===== src/rtl/trap_sequencer_if.sv =====
// Trap sequencer bus: commit-stage trap/mret events and CSR targets in,
// pipeline flush/hold and fetch redirect out.
interface trap_sequencer_if #(
    parameter int unsigned XLEN = 64
);
    logic            trap_req;
    logic            trap_is_int;
    logic [5:0]      trap_cause;
    logic            mret_req;
    logic [XLEN-1:0] mtvec;
    logic [XLEN-1:0] mepc;
    logic            ibus_busy;
    logic            dbus_busy;
    logic            flush;
    logic            csr_hold;
    logic            redirect_valid;
    logic [XLEN-1:0] redirect_pc;
    logic            busy;
    logic            drain_timeout;
    logic [31:0]     trap_count;

    // Commit/CSR side: raises events, observes the sequencer.
    modport master (
        output trap_req, trap_is_int, trap_cause, mret_req, mtvec, mepc,
               ibus_busy, dbus_busy,
        input  flush, csr_hold, redirect_valid, redirect_pc, busy,
               drain_timeout, trap_count
    );

    // Sequencer side.
    modport slave (
        input  trap_req, trap_is_int, trap_cause, mret_req, mtvec, mepc,
               ibus_busy, dbus_busy,
        output flush, csr_hold, redirect_valid, redirect_pc, busy,
               drain_timeout, trap_count
    );
endinterface


===== src/rtl/trap_sequencer.sv =====
// Trap sequencer: on a committed trap or mret, flushes the pipeline, waits for
// outstanding bus traffic to drain (bounded), then issues one PC redirect.
module trap_sequencer #(
    parameter int unsigned XLEN        = 64,
    parameter int unsigned DRAIN_MAX   = 16,
    parameter bit          VECTORED_EN = 1'b1
) (
    input logic              i_clk,
    input logic              i_reset,
    trap_sequencer_if.slave  bus
);
    // Wide enough to hold DRAIN_MAX-1 even when DRAIN_MAX is 1.
    localparam int unsigned CntW = $clog2(DRAIN_MAX + 1);

    typedef enum logic [1:0] {
        StIdle     = 2'd0,
        StDrain    = 2'd1,
        StRedirect = 2'd2
    } state_e;

    state_e          r_state;
    logic [CntW-1:0] r_cnt;
    logic [XLEN-1:0] r_target;
    logic            r_is_trap;
    logic            r_busy;
    logic            r_redirect_valid;
    logic [XLEN-1:0] r_redirect_pc;
    logic            r_drain_timeout;
    logic [31:0]     r_trap_count;

    logic [XLEN-1:0] w_trap_base;
    logic [XLEN-1:0] w_vec_offset;
    logic            w_vectored;
    logic [XLEN-1:0] w_trap_target;
    logic [XLEN-1:0] w_mret_target;
    logic [XLEN-1:0] w_new_target;
    logic            w_bus_busy;
    logic            w_cnt_last;

    // Redirect target selection; MODE 2/3 fall back to direct.
    always_comb begin
        w_trap_base   = {bus.mtvec[XLEN-1:2], 2'b00};
        w_vec_offset  = XLEN'({bus.trap_cause, 2'b00});
        w_vectored    = VECTORED_EN && (bus.mtvec[1:0] == 2'b01) && bus.trap_is_int;
        w_trap_target = w_vectored ? (w_trap_base + w_vec_offset) : w_trap_base;
        w_mret_target = {bus.mepc[XLEN-1:2], 2'b00};
        // A simultaneous trap wins over mret.
        w_new_target  = bus.trap_req ? w_trap_target : w_mret_target;
        w_bus_busy    = bus.ibus_busy | bus.dbus_busy;
        w_cnt_last    = (r_cnt == CntW'(DRAIN_MAX - 1));
    end

    // Sequencer FSM with registered outputs; redirect_valid/pc are set on entry to StRedirect.
    always_ff @(posedge i_clk) begin
        if (i_reset) begin
            r_state          <= StIdle;
            r_cnt            <= '0;
            r_target         <= '0;
            r_is_trap        <= 1'b0;
            r_busy           <= 1'b0;
            r_redirect_valid <= 1'b0;
            r_redirect_pc    <= '0;
            r_drain_timeout  <= 1'b0;
            r_trap_count     <= '0;
        end else begin
            r_redirect_valid <= 1'b0;
            r_redirect_pc    <= '0;
            unique case (r_state)
                StIdle: begin
                    if (bus.trap_req || bus.mret_req) begin
                        r_target  <= w_new_target;
                        r_is_trap <= bus.trap_req;
                        r_cnt     <= '0;
                        r_busy    <= 1'b1;
                        if (w_bus_busy) begin
                            r_state <= StDrain;
                        end else begin
                            r_state          <= StRedirect;
                            r_redirect_valid <= 1'b1;
                            r_redirect_pc    <= w_new_target;
                        end
                    end
                end
                StDrain: begin
                    if (!w_bus_busy || w_cnt_last) begin
                        r_state          <= StRedirect;
                        r_redirect_valid <= 1'b1;
                        r_redirect_pc    <= r_target;
                        if (w_bus_busy) begin
                            r_drain_timeout <= 1'b1;
                        end
                    end else begin
                        r_cnt <= r_cnt + 1'b1;
                    end
                end
                StRedirect: begin
                    r_state <= StIdle;
                    r_busy  <= 1'b0;
                    if (r_is_trap) begin
                        r_trap_count <= r_trap_count + 32'd1;
                    end
                end
                default: begin
                    r_state <= StIdle;
                    r_busy  <= 1'b0;
                end
            endcase
        end
    end

    assign bus.flush          = r_busy;
    assign bus.csr_hold       = r_busy;
    assign bus.busy           = r_busy;
    assign bus.redirect_valid = r_redirect_valid;
    assign bus.redirect_pc    = r_redirect_pc;
    assign bus.drain_timeout  = r_drain_timeout;
    assign bus.trap_count     = r_trap_count;
endmodule


===== src/flat_wrapper.sv =====
// flat-port wrapper written by rule: the top's interface ports become plain ports
module trap_sequencer_flat 
#(
    parameter int unsigned XLEN        = 64,
    parameter int unsigned DRAIN_MAX   = 16,
    parameter bit          VECTORED_EN = 1'b1
)
  (i_clk, i_reset, bus_trap_req, bus_trap_is_int, bus_trap_cause, bus_mret_req, bus_mtvec, bus_mepc, bus_ibus_busy, bus_dbus_busy, bus_flush, bus_csr_hold, bus_redirect_valid, bus_redirect_pc, bus_busy, bus_drain_timeout, bus_trap_count);
  trap_sequencer_if #(.XLEN(XLEN)) bus_i ();
  input logic i_clk;
  input logic i_reset;
  input wire logic [$bits(bus_i.trap_req)-1:0] bus_trap_req;
  input wire logic [$bits(bus_i.trap_is_int)-1:0] bus_trap_is_int;
  input wire logic [$bits(bus_i.trap_cause)-1:0] bus_trap_cause;
  input wire logic [$bits(bus_i.mret_req)-1:0] bus_mret_req;
  input wire logic [$bits(bus_i.mtvec)-1:0] bus_mtvec;
  input wire logic [$bits(bus_i.mepc)-1:0] bus_mepc;
  input wire logic [$bits(bus_i.ibus_busy)-1:0] bus_ibus_busy;
  input wire logic [$bits(bus_i.dbus_busy)-1:0] bus_dbus_busy;
  output wire logic [$bits(bus_i.flush)-1:0] bus_flush;
  output wire logic [$bits(bus_i.csr_hold)-1:0] bus_csr_hold;
  output wire logic [$bits(bus_i.redirect_valid)-1:0] bus_redirect_valid;
  output wire logic [$bits(bus_i.redirect_pc)-1:0] bus_redirect_pc;
  output wire logic [$bits(bus_i.busy)-1:0] bus_busy;
  output wire logic [$bits(bus_i.drain_timeout)-1:0] bus_drain_timeout;
  output wire logic [$bits(bus_i.trap_count)-1:0] bus_trap_count;
  assign bus_i.trap_req = bus_trap_req;
  assign bus_i.trap_is_int = bus_trap_is_int;
  assign bus_i.trap_cause = bus_trap_cause;
  assign bus_i.mret_req = bus_mret_req;
  assign bus_i.mtvec = bus_mtvec;
  assign bus_i.mepc = bus_mepc;
  assign bus_i.ibus_busy = bus_ibus_busy;
  assign bus_i.dbus_busy = bus_dbus_busy;
  assign bus_flush = bus_i.flush;
  assign bus_csr_hold = bus_i.csr_hold;
  assign bus_redirect_valid = bus_i.redirect_valid;
  assign bus_redirect_pc = bus_i.redirect_pc;
  assign bus_busy = bus_i.busy;
  assign bus_drain_timeout = bus_i.drain_timeout;
  assign bus_trap_count = bus_i.trap_count;
  trap_sequencer #(.XLEN(XLEN), .DRAIN_MAX(DRAIN_MAX), .VECTORED_EN(VECTORED_EN)) u_core (.i_clk(i_clk), .i_reset(i_reset), .bus(bus_i));
endmodule

===== config.mk =====
export PLATFORM = sky130hd
export DESIGN_NAME = trap_sequencer_flat
export DESIGN_NICKNAME = d
export VERILOG_FILES = /design/src/rtl/trap_sequencer_if.sv /design/src/rtl/trap_sequencer.sv /design/src/flat_wrapper.sv
export SDC_FILE = /design/constraint.sdc
export NUM_CORES = 1
export LEC_CHECK = 0
export CAP_MARGIN = 40
export CORE_MARGIN = 3
export CORE_UTILIZATION = 44
export DETAILED_ROUTE_END_ITERATION = 6
export GPL_ROUTABILITY_DRIVEN = 0
export PLACE_DENSITY = 0.77
export SLEW_MARGIN = 25
export SYNTH_ARGS = -nofsm -noshare
export SYNTH_HDL_FRONTEND = slang
export SYNTH_SLANG_ARGS = --single-unit

===== constraint.sdc =====
create_clock -name i_clk -period 2.9 [get_ports i_clk]
set_clock_uncertainty 0.15 [all_clocks]
set_input_delay 0.58 -clock i_clk [delete_from_list [all_inputs] [get_ports i_clk]]
set_output_delay 0.58 -clock i_clk [all_outputs]
set_load 0.05 [all_outputs]

Yosys cells after proc, flatten, opt, wreduce, memory -nomap -nowiden
Cells that the tools add are included.

word-level totals
  register bits = 171
  input port bits = 141
  word-level logic and storage cells = 52

operators by class
  add/sub/neg operators = 3
  eq/ne operators = 7
  muxes and demuxes = 19
  bitwise operators = 2
  reductions and logical operators = 12

operator list
  cell                     count
  $mux W64                 5
  $pmux W64 S2             1
  $add A64 B8 Y64          1
  $add A32 B1 Y32 const B  1
  $mux W5                  2
  $pmux W5 S2              1
  $reduce_and A2 Y1        4
  $mux W2                  3
  $reduce_and A3 Y1        2
  $add A5 B1 Y5 const B    1
  $eq A5 B4 Y1 const B     1
  $eq A2 B1 Y1 const B     2
  $mux W1                  4
  $ne A2 B1 Y1 const B     2
  $pmux W1 S2              2
  $pmux W2 S2              1
  $eq A2 B2 Y1 const B     1
  $logic_not A2 Y1         1
  $logic_or A1 B1 Y1       2
  $ne A2 B2 Y1 const B     1
  $reduce_bool A2 Y1       1
  $logic_and A1 B1 Y1      1
  $logic_not A1 Y1         1
  $not A1 Y1               1
  $or A1 B1 Y1             1

Logic depth before layout (Yosys ltp)
Gate-level depths: netlist of the first run.

  word-level depth = 7
  depth in mapped cells = 10
  mapped depth without buffers = 9

Worst setup path after synthesis of the first run
OpenSTA, ideal clock, no wires.

  path kind = input-to-reg
  start = input bus_mtvec[2]
  end = register u_core.r_redirect_pc[36] (netlist: u_core.bus.redirect_pc[36])
  arrival = 2.760 ns
  data required time = 2.620 ns
  path slack = -0.140 ns
  cell stages on the path = 10
  cell sequence = ha_1 inv_1 fa_1 and2b_1 o2111ai_4 buf_2 a2111oi_0 nor2_1 a221oi_1 o21ai_0

on the way
  word-level cells in the longest chain between the ends = 6

ends and longest elaborated chain
  item                    line                  text
  start: declaration      flat_wrapper.sv:16    input wire logic [$bits(bus_i.mtvec)-1:0] bus_mtvec;
  $add A64 B8 Y64         trap_sequencer.sv:45  w_trap_target = w_vectored ? (w_trap_base + w_vec_offset) : w_trap_base;
  $mux W64                trap_sequencer.sv:45
  $mux W64                trap_sequencer.sv:48  w_new_target = bus.trap_req ? w_trap_target : w_mret_target;
  $mux W64                trap_sequencer.sv:75  if (w_bus_busy) begin
  $mux W64                trap_sequencer.sv:70  if (bus.trap_req || bus.mret_req) begin
  $pmux W64 S2            trap_sequencer.sv:68  unique case (r_state)
  end signal: assignment  trap_sequencer.sv:80  r_redirect_pc <= w_new_target;
  end signal: assignment  trap_sequencer.sv:88  r_redirect_pc <= r_target;
  end: declaration        trap_sequencer.sv:27  logic [XLEN-1:0] r_redirect_pc;

Every way passes these cells.
A chain may end at the register's enable or synchronous reset.

Worst setup path after layout of the first run
  start = input bus_mtvec[4]
  end = register u_core.r_redirect_pc[33] (netlist: u_core.bus.redirect_pc[33])

The elaborated chain is that of the path after synthesis.

==> results of run 1 <==
-- worst max-delay path: cells and delay by family --
family,cells,cell delay [ns]
compound gates,4,0.75
buf+inv,2,0.56
simple gates,1,0.54
fa+ha+maj,1,0.30
xor+xnor,1,0.27
-- worst max path at each step --
stage                            from                                     to  slack [ns]  cells past startpoint
floorplan                bus_mtvec[2]       u_core.r_target[30]$_SDFFE_PP0P_       -0.01                      9
global placement         bus_mtvec[2]  u_core.bus.redirect_pc[48]$_SDFF_PP0_       -0.65                     12
detailed placement       bus_mtvec[2]  u_core.bus.redirect_pc[32]$_SDFF_PP0_       -0.74                     11
CTS                 bus_trap_cause[1]  u_core.bus.redirect_pc[60]$_SDFF_PP0_       0.002                     11
global route             bus_mtvec[4]       u_core.r_target[33]$_SDFFE_PP0P_       -0.02                      9
finish                   bus_mtvec[4]  u_core.bus.redirect_pc[33]$_SDFF_PP0_        0.06                      9
-- report_power, final --
part	switching [mW]	total [mW]	internal [mW]
Combinational	0.719	1.29	0.573
Sequential	0.0705	2.50	2.43
Clock	1.13	2.30	1.17
Total	1.92	6.09	4.17
-- cell usage in the layout, fill, tap and decap left out, drive strengths merged, types with 6 or more instances in the layout --
| cell | instances |
|---|---|
| clkdlybuf4s50 | 231 |
| buf | 173 |
| dfxtp | 167 |
| nand2 | 121 |
| nor2 | 112 |
| o21ai | 65 |
| a21oi | 64 |
| nand3 | 63 |
| nor3 | 29 |
| xor2 | 27 |
| nand4 | 27 |
| o31ai | 24 |
| and4 | 23 |
| and3 | 22 |
| xnor2 | 19 |
| clkbuf | 19 |
| nor4 | 19 |
| inv | 15 |
| a22o | 14 |
| a31o | 13 |
| mux2i | 13 |
| a32o | 12 |
| o41ai | 12 |
| or3 | 10 |
| a31oi | 10 |
| clkinv | 10 |
| or4 | 9 |
| a211oi | 9 |
| ha | 9 |
| a2111oi | 9 |
| nand2b | 8 |
| a211o | 8 |
| and2 | 7 |
| or2 | 7 |
| o211ai | 7 |
| a21o | 6 |
-- cell families after synthesis --
kind of cell	count (synthesis)	synth area share (%)
buffers and inverters	80	3.77
XOR/XNOR	46	4.58
other	1	0.0426
AND/OR/NAND/NOR	474	27.5
adder cells (fa/ha/maj)	10	1.51
AO/OA/AOI/OAI	283	22.8
flip-flops	167	38.0
multiplexers	15	1.73
-- final cells by class --
cell class	instances	area [µm²]	area share (%)
clock inverters	15	180	1.35
multi-input cells	830	5270	39.6
flip-flops and latches	167	3340	25.1
inverters	10	37.5	0.282
repair buffers	408	3730	28.0
well taps	265	332	2.49
clock buffers	17	425	3.19
-- timing repair --
| item | CTS | global route |
|---|---|---|
| resized for setup | 20 | 13 |
| hold buffers | 0 | 0 |
| setup endpoints to repair | 64 | 66 |
| pin swaps | 13 | 6 |
| setup buffers | 5 | 1 |
| cloned | 1 | 0 |
-- flip-flops by register name, summed over array words and instances, names as in the netlist --
register                   count
u_core.bus.drain_timeout       1
u_core.r_is_trap               1
u_core.r_cnt                   5
u_core.bus.redirect_pc        62
u_core.bus.redirect_valid      1
u_core.r_state                 2
u_core.r_target               62
u_core.bus.trap_count         32
u_core.bus.busy                1
-- metrics by stage --
stage	setup WS [ns]	hold WS, ns
6_report	0.0569	0.304
5_1_grt	-0.0162	0.324
4_1_cts	0.00180	0.307
3_5_place_dp	-0.739	0.290
3_3_place_gp	-0.645	0.277
2_1_floorplan	-0.0116	0.270
-- cells in the mapped netlist, drive strengths merged (3+ instances only) --
master	number	area share, %
o211ai	7	0.65
o21a	5	0.43
and3	22	1.6
or4	9	0.81
o31ai	24	2.0
nand3b	3	0.26
inv	8	0.34
and2	7	0.50
a22oi	5	0.43
nor2	112	4.8
a32o	12	1.4
nor4	19	1.8
nand4	27	2.1
nand2	121	5.2
o31a	3	0.30
and4b	4	0.45
o21ai	65	3.7
a31oi	10	0.71
nand3	63	3.6
dfxtp	167	38
a211oi	9	0.91
xor2	27	2.7
a22o	14	1.4
ha	9	1.3
a31o	13	1.3
a21o	6	0.51
a21oi	64	3.7
or3	10	0.71
o41ai	12	1.3
nand2b	8	0.57
o2bb2ai	4	0.40
nor3	29	1.6
or2	7	0.50
a2111oi	9	1.4
and4	23	2.3
nor2b	3	0.21
xnor2	19	1.9
a211o	8	0.80
buf	19	1.2
mux2i	13	1.5
clkbuf	51	2.2
o2111ai	3	0.50
-- layer usage --
metal | global-route usage [%] | wire (µm) | vias up
li1 | - | - | 4707
met3 | 5.55 | 2610 | 92
met5 | 0 | 0 | -
met1 | 36.0 | 12900 | 4631
met4 | 11.7 | 1200 | 0
met2 | 48.7 | 15400 | 505
==> metrics.cfg, run 1 <==
[clock_network]
root_buffer = clkbuf_16
clk_path_buf_depth = 2
cts_max_level = 4
cts_buffers = 17
cts.sinks = 167
clk_latency_ns = 0.43
cts_tree = done
clk_pin_slew_ns = 0.07

[job]
maxCapViolations = 0

[logic_synthesis]
syn_avg_cell_area_um2 = 8.18
synth_edf_count = 0
ys_ff_latch = 167
ys_types = 77
synth_cells = 1076
ys_seq_area_share_pct = 38.0
yosys_most_used_dff = dfxtp_1
synthArstFlopShare_pct = 0
netlist_area_um2 = 8800
yosysWarningCount = 0

[floorplanning]
start_util_pct = 45.1
io_pins = 242
die_height_um = 147
rows = 51
core_um2 = 19500
die-width_um = 147
die_area_um2 = 21700

[timing]
worstMarginPinSlew_ns = 0.678
fin_setup_tns_ns = 0
max_freq_ghz = 0.352
rsz0062_at_grt = true
period_needed_ns = 2.84
hold_viol = 0
finalSetupViolations = 0
slew_headroom_pct = 54.7
post-route-period-util_pct = 98.0
final_max_slew_viol_count = 0

[setup_path]
cp-start-kind = primary input
endpoint_kind = register
path_cells = clkdlybuf4s50_1 -> ha_1 -> buf_4 -> o211ai_2 -> o21a_2 -> nor4_2 -> xnor2_1 -> a21oi_1 -> a22o_1
timing.rr.end = u_core.bus.trap_count[24]$_SDFFE_PP0P_
critical_path_required_ns = 3.06
worstSetupPathType = primary input to register
max_stage_delay_ns = 0.54
worstPathMaxFanout = 5
r2r_setup_slack_ns = 0.62
r2r_start = u_core.r_state[1]$_SDFFE_PP0P_
rr_worst_depth = 7
slowest_stage = nor4_2
arrival_ns = 3.00

[placed_design]
dp_hpwl_mm = 23.9
portBuffers = 237
dp_cells = 1673
dpl_cell_area_um2 = 12500

[power_and_ir_drop]
power_density_nw_per_um2 = 457
ir_drop_uv = 343
p_total_mw = 6.09
p_leak_nw = 5.09

[grt]
grt_usage_pct = 28.7
grt_overflow = 0
antenna_found_initial = 0
grt_pass1_wl_mm = 50.0
grt_max_degree = 94
first_global_vias = 9602

[routing]
finalWirelength_mm = 32.1
postRouteAntennaNets = 0
drc = 0
routed_via_density = 5.80
first_pass_iters = 5
wire_per_inst_um = 18.7
drt_iter0_drc = 749
vias = 9935

[min_path]
holdPathEnd = u_core.bus.redirect_pc[6]$_SDFF_PP0_
holdCritPathClass = register to register
hold_depth = 2
min-delay-start = u_core.r_target[6]$_SDFFE_PP0P_

[final_layout]
stdcell_count = 1712
areaGrowthSynthToFinish_pct = 51.3
final_util_pct = 68.2
n_fill_cell = 1590
antennaDiodeCount = 0
fin_area_um2 = 13300
drive_gt1_share_pct = 18.3
fin_nets = 1585

[status]
outcome = finished clean

(Power assumes the default switching activity.)
==> inputs of run 2 (changes only) <==
--- a/config.mk
+++ b/config.mk
@@ -5,11 +5,10 @@
 export SDC_FILE = /design/constraint.sdc
 export NUM_CORES = 1
 export LEC_CHECK = 0
-export CAP_MARGIN = 40
+export CAP_MARGIN = 20
 export CORE_MARGIN = 3
 export CORE_UTILIZATION = 44
 export DETAILED_ROUTE_END_ITERATION = 6
-export GPL_ROUTABILITY_DRIVEN = 0
 export PLACE_DENSITY = 0.77
 export SLEW_MARGIN = 25
 export SYNTH_ARGS = -nofsm -noshare
==> run 2 against run 1 <==
  * Sequential power about the same
  * Count of clock-buffer cells in the layout is the same
  * Die area is the same
  * Combinational power is essentially flat
  * Utilization increased by 0.83 points
  * Total power grew 0.31%
  * Via count increased by 1.4%
  * Global-route usage up 0.26 points
  * Design area is 1.2% higher
  * Critical endpoint is now u_core.r_target[38]$_SDFFE_PP0P_
  * Largest power group unchanged
  * Highest routed layer is now met5
==> metrics.cfg, run 2 (synthesis results as in run 1) <==
[routing]
finalWirelength_mm = 32.7  ; +2.0%
routed_via_density = 5.87  ; +1.1%
top_layer_used = met5
met2WireLength_mm = 15.4  ; +0.27%
wire_per_inst_um = 19.0  ; +1.7%
wl_met3_mm = 2.94  ; +13%
postRouteAntennaNets = 0  ; unchanged
first_pass_iters = 7  ; +2
drt_iter0_drc = 838  ; +12%
wl_met1_mm = 13.0  ; +0.48%
drc = 0  ; unchanged
vias = 10100  ; +1.4%

[setup_path]
path_cells = clkdlybuf4s50_1 -> ha_1 -> and2b_2 -> buf_4 -> o2111a_1 -> buf_4 -> o2111ai_2 -> or3_1 -> nand3_1 -> a32o_1
timing.rr.end = u_core.bus.trap_count[24]$_SDFFE_PP0P_
crit_top_cell = buf_4
max_stage_delay_ns = 0.43  ; -0.11 ns
critical_path_required_ns = 3.08  ; +0.02 ns
cp-start-kind = primary input
arrival_ns = 3.00  ; about the same
r2r_setup_slack_ns = 0.67  ; +0.05 ns
rr_worst_depth = 7  ; unchanged
slowest_stage = clkdlybuf4s50_1
crit_path_start = bus_mtvec[4]
worstPathMaxFanout = 3  ; -2
r2r_start = u_core.r_state[1]$_SDFFE_PP0P_
endpoint_kind = register
cp-endpoint = u_core.r_target[38]$_SDFFE_PP0P_
worstSetupPathType = primary input to register

[job]
maxCapViolations = 0  ; unchanged

[clock_network]
root_buffer = clkbuf_16
cts_tree = done
clk_path_buf_depth = 2  ; unchanged
clk_pin_slew_ns = 0.08  ; about the same
cts_buffers = 17  ; unchanged
cts.sinks = 167  ; unchanged
clk_latency_ns = 0.44  ; about the same
cts_hold_buf = 0  ; unchanged
cts_max_level = 4  ; unchanged

[timing]
post-route-period-util_pct = 97.3  ; -0.79 points
fin_ws_ns = 0.0797  ; +0.0228 ns
period_needed_ns = 2.82  ; -0.0228 ns
slew_headroom_pct = 52.5  ; -2.2 points
final_max_slew_viol_count = 0  ; unchanged
max_freq_ghz = 0.355  ; +0.81%
hold_viol = 0  ; unchanged
worstMarginPinSlew_ns = 0.710  ; +0.0322 ns
finalSetupViolations = 0  ; unchanged
rsz0062_at_grt = true

[floorplanning]
die_height_um = 147  ; unchanged
rows = 51  ; unchanged
io_pins = 242  ; unchanged
core_um2 = 19500  ; unchanged
die-width_um = 147  ; unchanged
die_area_um2 = 21700  ; unchanged
start_util_pct = 45.1  ; unchanged

[final_layout]
fin_nets = 1590  ; +0.32%
layout_commonest_cell = clkdlybuf4s50_1
layout_common_cells = clkdlybuf4s50_1 (231), dfxtp_1 (167), buf_4 (164)
antennaDiodeCount = 0  ; unchanged
final_util_pct = 69.0  ; +0.83 points
areaGrowthSynthToFinish_pct = 53.2
drive_gt1_share_pct = 19.1  ; +0.76 points

[grt]
antenna_found_initial = 1  ; +1
grt_max_degree = 129  ; +37%
first_global_vias = 9670  ; +0.71%
grt_pass1_wl_mm = 50.4  ; +0.77%
grt_usage_pct = 29.0  ; +0.26 points
grt_overflow = 0  ; unchanged

[placed_design]
portBuffers = 237  ; unchanged
dpl_worst_slack_ns = -0.742  ; -0.00277 ns
gp_congestion = 0.953
dp_hpwl_mm = 23.8  ; -0.33%

[power_and_ir_drop]
p_comb_share_pct = 21.3  ; about the same
p_leak_nw = 5.15  ; +1.3%
clkPwrFrac_pct = 37.8  ; about the same
power_density_nw_per_um2 = 453  ; -0.90%
p_total_mw = 6.11  ; +0.31%
intPower_mw = 4.17  ; about the same
power_frac_seq_pct = 40.9  ; -0.2 points
p_sw_share_pct = 31.7  ; +0.25 points
ir_drop_uv = 381  ; +11%
power.switching_mw = 1.94  ; +1.1%

[min_path]
holdCritPathClass = register to register

[status]
outcome = finished clean

-- run 2: final cells by class --
class | count | area, µm²
Fill cell | 1573 | 6050
Sequential cell | 167 | 3340
Clock inverter | 15 | 170
Tap cell | 265 | 332
Inverter | 10 | 37.5
Timing Repair Buffer | 413 | 3840
Multi-Input combinational cell | 830 | 5330
Clock buffer | 17 | 425
-- run 2: what timing repair did --
item / 4_1_cts / 5_1_grt
gates cloned: 2 / 0
gates resized for setup: 25 / 20
setup endpoints to repair: 59 / 60
buffers inserted: 7 / 1
pin swaps: 14 / 13
-- run 2: power groups by stage --
stage / clock network, mW / registers, mW / logic [mW]
finish: 2.31 / 2.50 / 1.30
global route: 2.42 / 2.51 / 1.39
global placement: 0 / 2.54 / 1.23
detailed placement: 0 / 2.55 / 1.25
CTS: 2.33 / 2.50 / 1.28
floorplan: 0 / 2.65 / 0.530
-- run 2: worst min path at each step --
stage / start / to / slack, ns / cells after the start
after global placement: u_core.r_target[54]$_SDFFE_PP0P_ / u_core.bus.redirect_pc[54]$_SDFF_PP0_ / 0.28 / 2
final: u_core.r_target[37]$_SDFFE_PP0P_ / u_core.bus.redirect_pc[37]$_SDFF_PP0_ / 0.30 / 2
after global routing: u_core.r_target[17]$_SDFFE_PP0P_ / u_core.bus.redirect_pc[17]$_SDFF_PP0_ / 0.33 / 2
after CTS: u_core.r_target[48]$_SDFFE_PP0P_ / u_core.bus.redirect_pc[48]$_SDFF_PP0_ / 0.31 / 2
after floorplan: u_core.r_target[37]$_SDFFE_PP0P_ / u_core.bus.redirect_pc[37]$_SDFF_PP0_ / 0.27 / 2
after detailed placement: u_core.r_target[45]$_SDFFE_PP0P_ / u_core.bus.redirect_pc[45]$_SDFF_PP0_ / 0.29 / 2
-- run 2: critical path: cells and delay by family --
kind | cells | cell delay (ns)
simple gates | 3 | 0.54
compound gates | 3 | 0.83
fa+ha+maj | 1 | 0.32
buf+inv | 3 | 0.73
-- run 2: per-layer routing --
metal / vias to the layer above / track usage, %
met2: 523 / 48.3
met3: 99 / 6.56
met5: - / 0
met4: 2 / 12.9
met1: 4729 / 35.9
li1: 4723 / -
-- run 2: metrics by stage --
stage	hold slack [ns]	TNS, ns	instance area, µm²	std cells
after floorplan	0.270	-0.0116	8820	1077
after global placement	0.276	-48.78	12600	1677
after detailed placement	0.290	-54.84	12600	1677
after CTS	0.307	0	13400	1717
after global routing	0.329	-0.00719	13500	1717
final	0.304	0	13500	1717
==> inputs of run 3 (changes only) <==
--- a/config.mk
+++ b/config.mk
@@ -9,7 +9,7 @@
 export CORE_MARGIN = 3
 export CORE_UTILIZATION = 44
 export DETAILED_ROUTE_END_ITERATION = 6
-export PLACE_DENSITY = 0.77
+export PLACE_DENSITY = 0.82
 export SLEW_MARGIN = 25
 export SYNTH_ARGS = -nofsm -noshare
 export SYNTH_HDL_FRONTEND = slang
==> run 3 against run 2 <==
  * Total power rose by 0.23%
  * First-iteration DRC count rose by 6.2%
  * Combinational power barely moved
  * Sequential cell count did not move
  * Sequential share of layout area barely moved
  * Non-clock buffer count rose by 5
  * Design area rose by 0.15%
  * Critical endpoint is now u_core.r_target[62]$_SDFFE_PP0P_
==> metrics.cfg, run 3 (synthesis results as in run 1) <==
[floorplanning]
start_util_pct = 45.1  ; unchanged
core_um2 = 19500  ; unchanged
die_height_um = 147  ; unchanged
die-width_um = 147  ; unchanged
rows = 51  ; unchanged
io_pins = 242  ; unchanged
die_area_um2 = 21700  ; unchanged

[timing]
period_needed_ns = 2.80  ; -0.0246 ns
max_freq_ghz = 0.358  ; +0.88%
worstMarginPinSlew_ns = 0.808  ; +0.0983 ns
post-route-period-util_pct = 96.4  ; -0.85 points
hold_viol = 0  ; unchanged
slew_headroom_pct = 45.9  ; -6.6 points
fin_ws_ns = 0.104  ; +0.0246 ns
fin_setup_tns_ns = 0  ; unchanged
finalSetupViolations = 0  ; unchanged
final_max_slew_viol_count = 0  ; unchanged

[clock_network]
cts_hold_buf = 0  ; unchanged
clk_latency_ns = 0.43  ; about the same
cts_buffers = 17  ; unchanged
clk_pin_slew_ns = 0.08  ; about the same
cts_tree = done
cts_max_level = 4  ; unchanged
cts.sinks = 167  ; unchanged
clk_path_buf_depth = 2  ; unchanged
root_buffer = clkbuf_16

[setup_path]
endpoint_kind = register
worstSetupPathType = primary input to register
cp-start-kind = primary input
rr_worst_depth = 7  ; unchanged
critical_path_required_ns = 3.09  ; about the same
r2r_setup_slack_ns = 0.63  ; -0.04 ns
arrival_ns = 2.99  ; about the same
cp-endpoint = u_core.r_target[62]$_SDFFE_PP0P_
r2r_start = u_core.r_state[1]$_SDFFE_PP0P_
worstPathMaxFanout = 7  ; +4
timing.rr.end = u_core.bus.trap_count[24]$_SDFFE_PP0P_
crit_path_start = bus_trap_cause[3]

[power_and_ir_drop]
ir_drop_uv = 373  ; -2.0%
power_density_nw_per_um2 = 454  ; about the same
p_total_mw = 6.12  ; +0.23%
p_leak_nw = 5.17  ; +0.42%

[final_layout]
fin_area_um2 = 13500  ; +0.15%
fin_nets = 1595  ; +0.31%
final_util_pct = 69.1  ; +0.10 points
layout_common_cells = clkdlybuf4s50_1 (226), buf_4 (170), dfxtp_1 (167)
antennaDiodeCount = 0  ; unchanged
drive_gt1_share_pct = 19.5  ; +0.41 points
layout_commonest_cell = clkdlybuf4s50_1
areaGrowthSynthToFinish_pct = 53.4

[grt]
grt_max_degree = 128  ; -0.78%
grt_usage_pct = 29.6  ; +0.67 points
antenna_found_initial = 0  ; -1
grt_overflow = 0  ; unchanged
grt_pass1_wl_mm = 51.5  ; +2.4%
first_global_vias = 9809  ; +1.4%

[routing]
postRouteAntennaNets = 0  ; unchanged
drc = 0  ; unchanged
vias = 10100  ; +0.41%
first_pass_iters = 5  ; -2
routed_via_density = 5.88  ; +0.12%
wire_per_inst_um = 19.3  ; +1.1%
finalWirelength_mm = 33.2  ; +1.4%
drt_iter0_drc = 890  ; +6.2%

[status]
outcome = finished clean

[placed_design]
dp_hpwl_mm = 24.3  ; +2.1%
dpl_worst_slack_ns = -0.802  ; -0.0600 ns
dpl_cell_area_um2 = 12600  ; +0.32%
gp_congestion = 0.979  ; +2.7%
portBuffers = 237  ; unchanged

[job]
maxCapViolations = 0  ; unchanged

[min_path]
holdCritPathClass = register to register
hold_depth = 2  ; unchanged

-- run 3: worst min-delay path by stage --
stage / startpoint / end / slack, ns
6_report: u_core.r_target[8]$_SDFFE_PP0P_ / u_core.bus.redirect_pc[8]$_SDFF_PP0_ / 0.31
4_1_cts: u_core.r_target[33]$_SDFFE_PP0P_ / u_core.r_target[33]$_SDFFE_PP0P_ / 0.31
5_1_grt: u_core.r_target[33]$_SDFFE_PP0P_ / u_core.r_target[33]$_SDFFE_PP0P_ / 0.33
2_1_floorplan: u_core.r_target[37]$_SDFFE_PP0P_ / u_core.bus.redirect_pc[37]$_SDFF_PP0_ / 0.27
3_3_place_gp: u_core.r_target[56]$_SDFFE_PP0P_ / u_core.bus.redirect_pc[56]$_SDFF_PP0_ / 0.28
3_5_place_dp: u_core.r_target[54]$_SDFFE_PP0P_ / u_core.bus.redirect_pc[54]$_SDFF_PP0_ / 0.29
-- run 3: power by group --
part | switching, mW | total (mW) | internal (mW)
Combinational | 0.733 | 1.32 | 0.586
Clock | 1.13 | 2.30 | 1.17
Sequential | 0.0719 | 2.50 | 2.43
-- run 3: per-stage QoR --
stage	cells	hold WS (ns)
2_1_floorplan	1077	0.270
3_3_place_gp	1684	0.278
3_5_place_dp	1684	0.287
4_1_cts	1721	0.306
5_1_grt	1722	0.326
6_report	1722	0.307
-- run 3: per-layer routing --
layer / wire, µm / global-route usage, %
met3: 2850 / 6.90
met5: 0 / 0
met1: 13100 / 36.3
met4: 849 / 10.0
met2: 16300 / 51.4
-- run 3: repair_timing --
item                       4_1_cts  5_1_grt
pin swaps                       13        9
setup endpoints to repair       67       71
resized for setup               33       30
setup buffers                    5        1
-- run 3: worst max-delay path, stage by stage --
cell and delay [ns]:
clkdlybuf4s50_1 0.45, ha_4 0.30, buf_4 0.11, o2111ai_4 0.25, buf_6 0.21, buf_6 0.11
a2111oi_4 0.30, buf_6 0.19, a31o_4 0.17, a21oi_4 0.06, o41ai_2 0.26
-- run 3: cell type report --
type	instances	area, µm²
Inverter	10	37.5
Sequential cell	167	3340
Clock inverter	15	178
Fill cell	1597	6030
Tap cell	265	332
Timing Repair Buffer	418	3810
Multi-Input combinational cell	830	5380
Clock buffer	17	425
